File: config.mk
export PLATFORM = sky130hd
export DESIGN_NAME = ps_fetch_seq
export DESIGN_NICKNAME = d
export VERILOG_FILES = /design/src/rtl/ps_fetch_seq.sv
export SDC_FILE = /design/constraint.sdc
export NUM_CORES = 1
export LEC_CHECK = 0
export CORE_UTILIZATION = 52
export DETAILED_ROUTE_END_ITERATION = 10
export PLACE_DENSITY = 0.73
export REMOVE_ABC_BUFFERS = 1
export SLEW_MARGIN = 40
export SYNTH_ARGS = -nofsm -noshare
export SYNTH_HDL_FRONTEND = slang
export SYNTH_SLANG_ARGS = --single-unit
File: constraint.sdc
create_clock -name clk_fetch -period 17.95 [get_ports clk_fetch]
set_clock_uncertainty 0.2 [all_clocks]
set_input_delay 3.59 -clock clk_fetch [delete_from_list [all_inputs] [get_ports clk_fetch]]
set_output_delay 3.59 -clock clk_fetch [all_outputs]
set_load 0.01 [all_outputs]
File: src/rtl/ps_fetch_seq.sv
// ps_fetch_seq: program-memory fetch address sequencer with an N-deep PC stack and a nested hardware-loop stack
// Ports:
//   clk_fetch, rst (async, active-low), stallb (0 freezes all state)
//   jmp_req/call_req/tgt_addr    : jump or call to tgt_addr (call pushes faddr)
//   rtrn_req, push_req/push_data, pop_req : PC stack return / explicit push / explicit pop
//   loop_req/loop_end/loop_cnt   : open a loop level starting at the current faddr
//   idle_req, interrupt          : enter / leave idle
//   faddr, pm_cslt               : fetch address and PM chip select
//   pcstk_top/pcstk_ptr, lp_lvl/lp_curcnt, stcky : stack status and sticky error flags
module ps_fetch_seq #(
    parameter int ADDR_W     = 16,
    parameter int PC_DEPTH   = 8,
    parameter int LOOP_DEPTH = 4,
    parameter int CNT_W      = 16
) (
    input  logic                        clk_fetch,
    input  logic                        rst,
    input  logic                        stallb,
    input  logic                        jmp_req,
    input  logic                        call_req,
    input  logic [ADDR_W-1:0]           tgt_addr,
    input  logic                        rtrn_req,
    input  logic                        push_req,
    input  logic                        pop_req,
    input  logic [ADDR_W-1:0]           push_data,
    input  logic                        loop_req,
    input  logic [ADDR_W-1:0]           loop_end,
    input  logic [CNT_W-1:0]            loop_cnt,
    input  logic                        idle_req,
    input  logic                        interrupt,
    output logic [ADDR_W-1:0]           faddr,
    output logic                        pm_cslt,
    output logic [ADDR_W-1:0]           pcstk_top,
    output logic [$clog2(PC_DEPTH):0]   pcstk_ptr,
    output logic [$clog2(LOOP_DEPTH):0] lp_lvl,
    output logic [CNT_W-1:0]            lp_curcnt,
    output logic [5:0]                  stcky
);
    localparam int PA = $clog2(PC_DEPTH);
    localparam int PW = PA + 1;
    localparam int LA = $clog2(LOOP_DEPTH);
    localparam int LW = LA + 1;

    logic [ADDR_W-1:0] r_faddr;
    logic [ADDR_W-1:0] r_pc_stk [PC_DEPTH];
    logic [PW-1:0]     r_pc_ptr;
    logic [ADDR_W-1:0] r_lp_start [LOOP_DEPTH];
    logic [ADDR_W-1:0] r_lp_end [LOOP_DEPTH];
    logic [CNT_W-1:0]  r_lp_cnt [LOOP_DEPTH];
    logic [LW-1:0]     r_lp_lvl;
    logic              r_idle, r_halt, r_pc_uo, r_lp_ovf;

    logic              w_run, w_jmp, w_pop_any;
    logic              w_pc_empty, w_pc_full, w_pc_push, w_pc_pop, w_pc_ovf, w_pc_unf, w_do_rtrn;
    logic [PA-1:0]     w_pc_tidx;
    logic [ADDR_W-1:0] w_pc_top;
    logic [PW-1:0]     w_pc_ptr_nxt;
    logic              w_lp_empty, w_lp_full, w_at_end, w_wrap, w_lp_fin, w_lp_ovf, w_lp_push;
    logic [LA-1:0]     w_lp_tidx;
    logic [ADDR_W-1:0] w_lp_end_top;
    logic [CNT_W-1:0]  w_lp_cnt_top, w_cnt_in;
    logic [LW-1:0]     w_lp_base;
    logic [ADDR_W-1:0] w_faddr_nxt;

    always_comb begin
        w_run        = stallb & !r_idle & !r_halt;
        w_jmp        = jmp_req | call_req;
        w_pop_any    = rtrn_req | pop_req;
        w_pc_empty   = r_pc_ptr == '0;
        w_pc_full    = r_pc_ptr == PW'(PC_DEPTH);
        w_pc_tidx    = PA'(r_pc_ptr - 1'b1);
        w_pc_top     = w_pc_empty ? '0 : r_pc_stk[w_pc_tidx];
        // A call always pushes; otherwise a simultaneous push and pop cancel out.
        w_pc_push    = call_req | (push_req & !w_pop_any);
        w_pc_pop     = !call_req & !push_req & w_pop_any;
        w_pc_ovf     = w_pc_push & w_pc_full;
        w_pc_unf     = w_pc_pop & w_pc_empty;
        w_do_rtrn    = !w_jmp & rtrn_req & !w_pc_empty;
        w_pc_ptr_nxt = (w_pc_push & !w_pc_full) ? r_pc_ptr + 1'b1 :
                       (w_pc_pop & !w_pc_empty) ? r_pc_ptr - 1'b1 : r_pc_ptr;
        w_lp_empty   = r_lp_lvl == '0;
        w_lp_full    = r_lp_lvl == LW'(LOOP_DEPTH);
        w_lp_tidx    = LA'(r_lp_lvl - 1'b1);
        w_lp_end_top = w_lp_empty ? '0 : r_lp_end[w_lp_tidx];
        w_lp_cnt_top = w_lp_empty ? '0 : r_lp_cnt[w_lp_tidx];
        // Only the innermost level is compared; any rtrn request suppresses the wrap.
        w_at_end     = !w_jmp & !rtrn_req & !w_lp_empty & (r_faddr == w_lp_end_top);
        w_wrap       = w_at_end & (w_lp_cnt_top > CNT_W'(1));
        w_lp_fin     = w_at_end & !w_wrap;
        // A level finishing this cycle frees its slot for a new loop_req.
        w_lp_base    = r_lp_lvl - LW'(w_lp_fin);
        w_lp_ovf     = loop_req & (w_lp_base == LW'(LOOP_DEPTH));
        w_lp_push    = loop_req & !w_lp_ovf;
        w_cnt_in     = (loop_cnt == '0) ? CNT_W'(1) : loop_cnt;
        w_faddr_nxt  = w_jmp ? tgt_addr : w_do_rtrn ? w_pc_top :
                       w_wrap ? r_lp_start[w_lp_tidx] : r_faddr + 1'b1;
    end

    always_ff @(posedge clk_fetch or negedge rst) begin
        if (!rst) begin
            r_faddr  <= '0;
            r_pc_ptr <= '0;
            r_lp_lvl <= '0;
            r_idle   <= 1'b0;
            r_halt   <= 1'b0;
            r_pc_uo  <= 1'b0;
            r_lp_ovf <= 1'b0;
        end else if (stallb) begin
            r_idle <= !interrupt & (r_idle | (idle_req & !r_halt));
            if (w_run) begin
                r_faddr  <= w_faddr_nxt;
                r_pc_ptr <= w_pc_ptr_nxt;
                r_lp_lvl <= w_lp_base + LW'(w_lp_push);
                r_pc_uo  <= r_pc_uo | w_pc_ovf | w_pc_unf;
                r_lp_ovf <= r_lp_ovf | w_lp_ovf;
                r_halt   <= r_halt | w_pc_ovf | w_lp_ovf;
            end
        end
    end

    // Stack storage needs no reset: occupancy gates every read.
    always_ff @(posedge clk_fetch) begin
        if (rst && w_run) begin
            if (w_pc_push && !w_pc_full)
                r_pc_stk[r_pc_ptr[PA-1:0]] <= call_req ? r_faddr : push_data;
            if (w_wrap)
                r_lp_cnt[w_lp_tidx] <= w_lp_cnt_top - 1'b1;
            if (w_lp_push) begin
                r_lp_start[LA'(w_lp_base)] <= r_faddr;
                r_lp_end[LA'(w_lp_base)]   <= loop_end;
                r_lp_cnt[LA'(w_lp_base)]   <= w_cnt_in;
            end
        end
    end

    assign faddr     = r_faddr;
    assign pm_cslt   = !r_idle & !r_halt;
    assign pcstk_top = w_pc_top;
    assign pcstk_ptr = r_pc_ptr;
    assign lp_lvl    = r_lp_lvl;
    assign lp_curcnt = w_lp_cnt_top;
    assign stcky     = {r_lp_ovf, w_lp_full, w_lp_empty, r_pc_uo, w_pc_full, w_pc_empty};
endmodule

==> Word level (Yosys, flattened, before mapping) <==
Memory sizes are Yosys's and may differ from the RTL's.
Index checks and enable logic that the tools add are counted.
{ "totals": {"word_cells": 93, "in_bits": 75, "mem_bits_rw": 320, "output_inout_bits": 62, "n_memories": 4, "ff_bits": 27} }
{ "mem_list": {"columns": ["memory", "depth", "word_bits", "read_ports", "rd_ports_with_merged_regs", "write_ports", "line", "text"], "rows": [
  ["r_pc_stk", 8, 16, 1, 0, 1, "45", "logic [ADDR_W-1:0] r_pc_stk [PC_DEPTH];"],
  ["r_lp_cnt", 4, 16, 1, 0, 2, "49", "logic [CNT_W-1:0] r_lp_cnt [LOOP_DEPTH];"],
  ["r_lp_end", 4, 16, 1, 0, 1, "48", "logic [ADDR_W-1:0] r_lp_end [LOOP_DEPTH];"],
  ["r_lp_start", 4, 16, 1, 0, 1, "47", "logic [ADDR_W-1:0] r_lp_start [LOOP_DEPTH];"]
]} }
{ "classes": {"mux": 19, "magnitude_cmp": 1, "n_eq_ne": 4, "n_reduce_logical": 21, "bitwise_logic": 30, "add_sub_neg": 7} }
{ "op_table": {"columns": ["op", "n"], "rows": [
  ["16-bit 2-to-1 mux", 8],
  ["1-bit bitwise AND", 21],
  ["16-bit by 1-bit adder with 16-bit output (second input constant)", 1],
  ["16-bit equality test", 1],
  ["16-bit by 1-bit > comparator with 1-bit output (second input constant)", 1],
  ["16-bit zero test", 1],
  ["16-bit by 1-bit subtractor with 16-bit output (second input constant)", 1],
  ["1-bit zero test", 13],
  ["1-bit 2-to-1 mux", 9],
  ["1-bit bitwise OR", 9],
  ["4-bit 2-to-1 mux", 2],
  ["3-bit equality test (second input constant)", 2],
  ["4-bit by 1-bit adder with 4-bit output (second input constant)", 1],
  ["4-bit equality test (second input constant)", 1],
  ["4-bit zero test", 1],
  ["4-bit by 1-bit subtractor with 4-bit output (second input constant)", 1],
  ["3-bit by 1-bit adder with 3-bit output", 1],
  ["3-bit zero test", 1],
  ["3-bit AND reduction", 1],
  ["3-bit by 1-bit subtractor with 3-bit output", 1],
  ["1-bit logical AND", 2],
  ["2-bit AND reduction", 1],
  ["2-bit nonzero test", 1],
  ["2-bit by 1-bit subtractor with 2-bit output (second input constant)", 1]
]} }

==> Depth between registers and ports, before layout <==
{ "depth": {"depth_word": 16, "depth_mapped": 25, "mapped_depth_nobuf": 19} }

==> Worst setup path before layout <==
No wires, ideal clock.
{ "synth_path": {"path_kind": "in2reg", "start": "in jmp_req", "end": "mem r_lp_cnt[0][0] (enable)", "t_required_ns": 17.434, "stages": 15, "n_path_buf": 2, "slack_ns": 10.205, "t_arrival_ns": 7.229, "setup_time_ns": 0.316, "path_cell_list": "or2_2 > clkbuf_1 > or3_1 > a311oi_1 > o2111a_1 > nand3_1 > nor3_1 > ha_1 > ha_1 > xnor2_1 > nor2_1 > or3_1 > clkbuf_1 > clkinv_1 > a21o_1"} }
{ "synth_rtl": {"columns": ["item", "line", "text"], "rows": [
  ["start, declared", "19", "input logic jmp_req,"],
  ["end, declared", "49", null]
]} }

==> impl_results.md <==
- HP Start: r_halt
- Final net count: 1269
- DRC violations left: 0
- Pwr/cell area: 89.8 nW/um^2
- CP delay by family, top: simple AND/OR/NAND/NOR gates
- DRT Pass-1 Iters: 5
- RSZ-0062 raised after global routing: no
- Tmin final: 8450 ps
- Clock-pin transition on the worst setup and hold timing paths: 60 ps
- Crit-path cells: clkdlybuf4s50_1, buf_4, or2_2, or3_1, a311oi_1, o2111a_1, nand3_1, nor3_1, ha_1, ha_1, xnor2_1, nor2_1, or3_2, clkinv_1, buf_4, a21o_1
- First-pass GRT wire length: 57300 um
- Critical Path RT: 17900 ps
- Post-synth ARST share: 7.78%
- Int Power: 0.00136 W
- Crit Reg-Reg Endpoint: r_lp_cnt[0][0]
- Final setup fails: 0
- Fmax: 118 MHz
- Slew margin rel.: 44.4%
- Slew Limit Fails: 0
- Post-Syn Area per Cell: 14.9 sq um
- Clk sink count: 347
- Synthesized cell area: 15800 sq um
- Max_cap viols: 0
- Critical path type: primary input to flip-flop
- Commonest non-fill, non-tap cell in the layout: edfxtp_1
- Yosys warns: 0
- Clock power frac: 45.6%
- Die Ht: 176 um
- Max incr delay on CP: 700 ps
- Fillers: 2190
- GRT overflow: 0
- Post-synth cell types: 67
- HP Class: flip-flop to flip-flop
- Post-CTS Setup Inserts: 0
- Routability cong.: 0.837
- Vias in the first global route: 9526
- Final Cycle Share: 47.1%
- Avg WL per Cell: 23.8 um
- Hold Path End: r_halt
- Rows: 63
- Reg2Reg Depth: 16
- Synthesized instance count: 1059
- Cell count of the worst hold path: 2
- Hold_ws: 273 ps
- Most frequent cells in the layout: edfxtp_1, clkdlybuf4s50_1, nand2_1
- VDD IR-drop max: 0.0717 mV
- Setup Total Neg Slack: 0 ps
- Final hold violation count: 0
- Startpoint types: primary input
- Synth Flop Type: edfxtp_1
- Comb pwr share: 2.3%
- Die width: 176 um
- Worst setup EP type: flip-flop
- DIE AREA: 31000 sq um
- Vias/cell: 6.10
- Post-CTS Resized: 0
- Largest fanout on the critical path: 40
- P_leak: 6.02 nW
- Pin count of the biggest net entering global routing: 41
- TritonCTS buffer count: 36
- Register share of total power: 52.2%
- Yosys reg bits: 347
- Sw frac: 19.1%
- PortBufs: 136
- TritonCTS clock tree: done
- Worst EP arrival: 8400 ps
- Layout cells sized above 1: 15.1%
- Vias: 9729
- Root buf cell: clkbuf_16
- Seq/Total Area, Yosys: 65.3%
- Final antenna-violating net count: 0
- Worst r2r src: lp_lvl[0]
- Worst-Skew Late Latency: 520 ps
- I/O Pins: 137
- R2R Setup Slk: 10890 ps
- DP HPWL: 24200 um
- WL final: 38000 um
- CP max-delay cell: or3_2
- Net Sw Power: 0.000322 W
- Slew @ Worst Pin: 831 ps
- Initial antenna violation count: 1
- EDFF count, synth: 320
- GRT Overall Usage: 25.1%
- Clk buf depth: 3
- Core box area: 29700 sq um
- Initial DRC count: 938
- Area Overhead vs Synth: 18.9%
- Hold_buf cts: 0
- Status: complete, no violations
- Initial Util: 53.0%
- Worst Path Buf+Inv: 4
- H-tree levels: 2
==> worst reg2reg max path, delay by kind of cell (launching register included) <==
kind	cells	cell delay [ps]
simple gates	5	1780
mux	1	460
flops	1	660
buf+inv	4	1410
fa+ha+maj	3	1030
compound gates	2	1000
xor+xnor	1	130
==> worst max-delay path by stage <==
stage | startpoint | endpoint | slack, ps | depth (start not counted)
global route | call_req | r_lp_cnt[0][0] | 9180 | 16
finish | call_req | r_lp_cnt[0][0] | 9500 | 16
floorplan | lp_lvl[0] | r_lp_cnt[0][0] | 9500 | 14
CTS | call_req | r_lp_cnt[0][5] | 9470 | 16
global placement | call_req | r_lp_cnt[0][11] | 9080 | 16
detailed placement | call_req | r_lp_cnt[0][7] | 8960 | 16
==> power groups by stage <==
stage	Sequential [W]	Combinational, W	Clock [W]
3_3_place_gp	0.000894	0.0000372	0
4_1_cts	0.000877	0.0000378	0.000773
2_1_floorplan	0.000895	0.00000841	0
5_1_grt	0.000877	0.0000405	0.000802
3_5_place_dp	0.000894	0.0000376	0
6_report	0.000877	0.0000380	0.000767
==> stage by stage <==
| stage | total power (W) | std cells | worst slack (ps) | area, sq um | utilization, % |
|---|---|---|---|---|---|
| finish | 0.00168 | 1596 | 9500 | 18700 | 63.1 |
| global route | 0.00172 | 1595 | 9180 | 18700 | 63.0 |
| CTS | 0.00169 | 1595 | 9470 | 18700 | 63.0 |
| detailed placement | 0.000932 | 1533 | 8960 | 17500 | 58.9 |
| global placement | 0.000932 | 1529 | 9080 | 17400 | 58.6 |
| floorplan | 0.000903 | 992 | 9500 | 15400 | - |
==> metal layers <==
layer	global-route usage, %	vias to the layer above	wire length [um]
met1	35.7	4864	15600
li1	-	4300	-
met2	39.4	499	18200
met3	4.54	66	3180
met4	8.08	0	1030
met5	0	-	0
==> synthesized netlist by cell type, types with 8 or more instances <==
library cell | n | share of area (%)
edfxtp_1 | 320 | 61
nand2_1 | 99 | 2.4
nor2_1 | 92 | 2.2
a21oi_1 | 79 | 2.5
mux4_2 | 70 | 10
clkbuf_1 | 48 | 1.1
o21ai_0 | 37 | 1.2
dfrtp_1 | 27 | 4.3
xnor2_1 | 23 | 1.3
mux2_2 | 19 | 1.4
and2_1 | 17 | 0.67
mux2i_1 | 17 | 1.1
xor2_1 | 17 | 0.94
inv_1 | 15 | 0.36
nand3_1 | 14 | 0.44
ha_1 | 13 | 1.0
and3_1 | 9 | 0.36
nor3_1 | 9 | 0.29
or3_1 | 9 | 0.36
a31oi_1 | 8 | 0.32
buf_4 | 8 | 0.38
==> layout make-up <==
| type | count | area, sq um | share of cell area [%] |
|---|---|---|---|
| diodes | 1 | 2.50 | 0.0134 |
| inverters | 21 | 78.8 | 0.421 |
| multi-input cells | 624 | 5170 | 27.6 |
| clock buffers | 42 | 945 | 5.04 |
| flip-flops and latches | 347 | 10300 | 54.9 |
| repair buffers | 151 | 1500 | 7.99 |
| clock inverters | 20 | 262 | 1.40 |
| well taps | 390 | 488 | 2.60 |
==> logic make-up (layout without fill, tap and decap cells) <==
| kind of cell | after synthesis | after routing | share of synthesized area [%] |
|---|---|---|---|
| flip-flops | 347 | 347 | 65.3 |
| buffers and inverters | 88 | 234 | 2.69 |
| adder cells (fa/ha/maj) | 13 | 13 | 1.03 |
| AND/OR/NAND/NOR | 292 | 292 | 8.80 |
| XOR/XNOR | 40 | 40 | 2.22 |
| multiplexers | 114 | 114 | 13.7 |
| AO/OA/AOI/OAI | 165 | 165 | 6.30 |
| other | 0 | 1 | 0 |
==> state kept, by name (all words and copies together), names as in the netlist <==
register and cells:
r_lp_cnt 64, faddr 16, r_lp_start 64, r_pc_stk 128
r_pc_uo 1, lp_lvl 3, r_halt 1, r_idle 1
r_lp_end 64, pcstk_ptr 4, r_lp_ovf 1
Power figures use the tool's default switching activity.
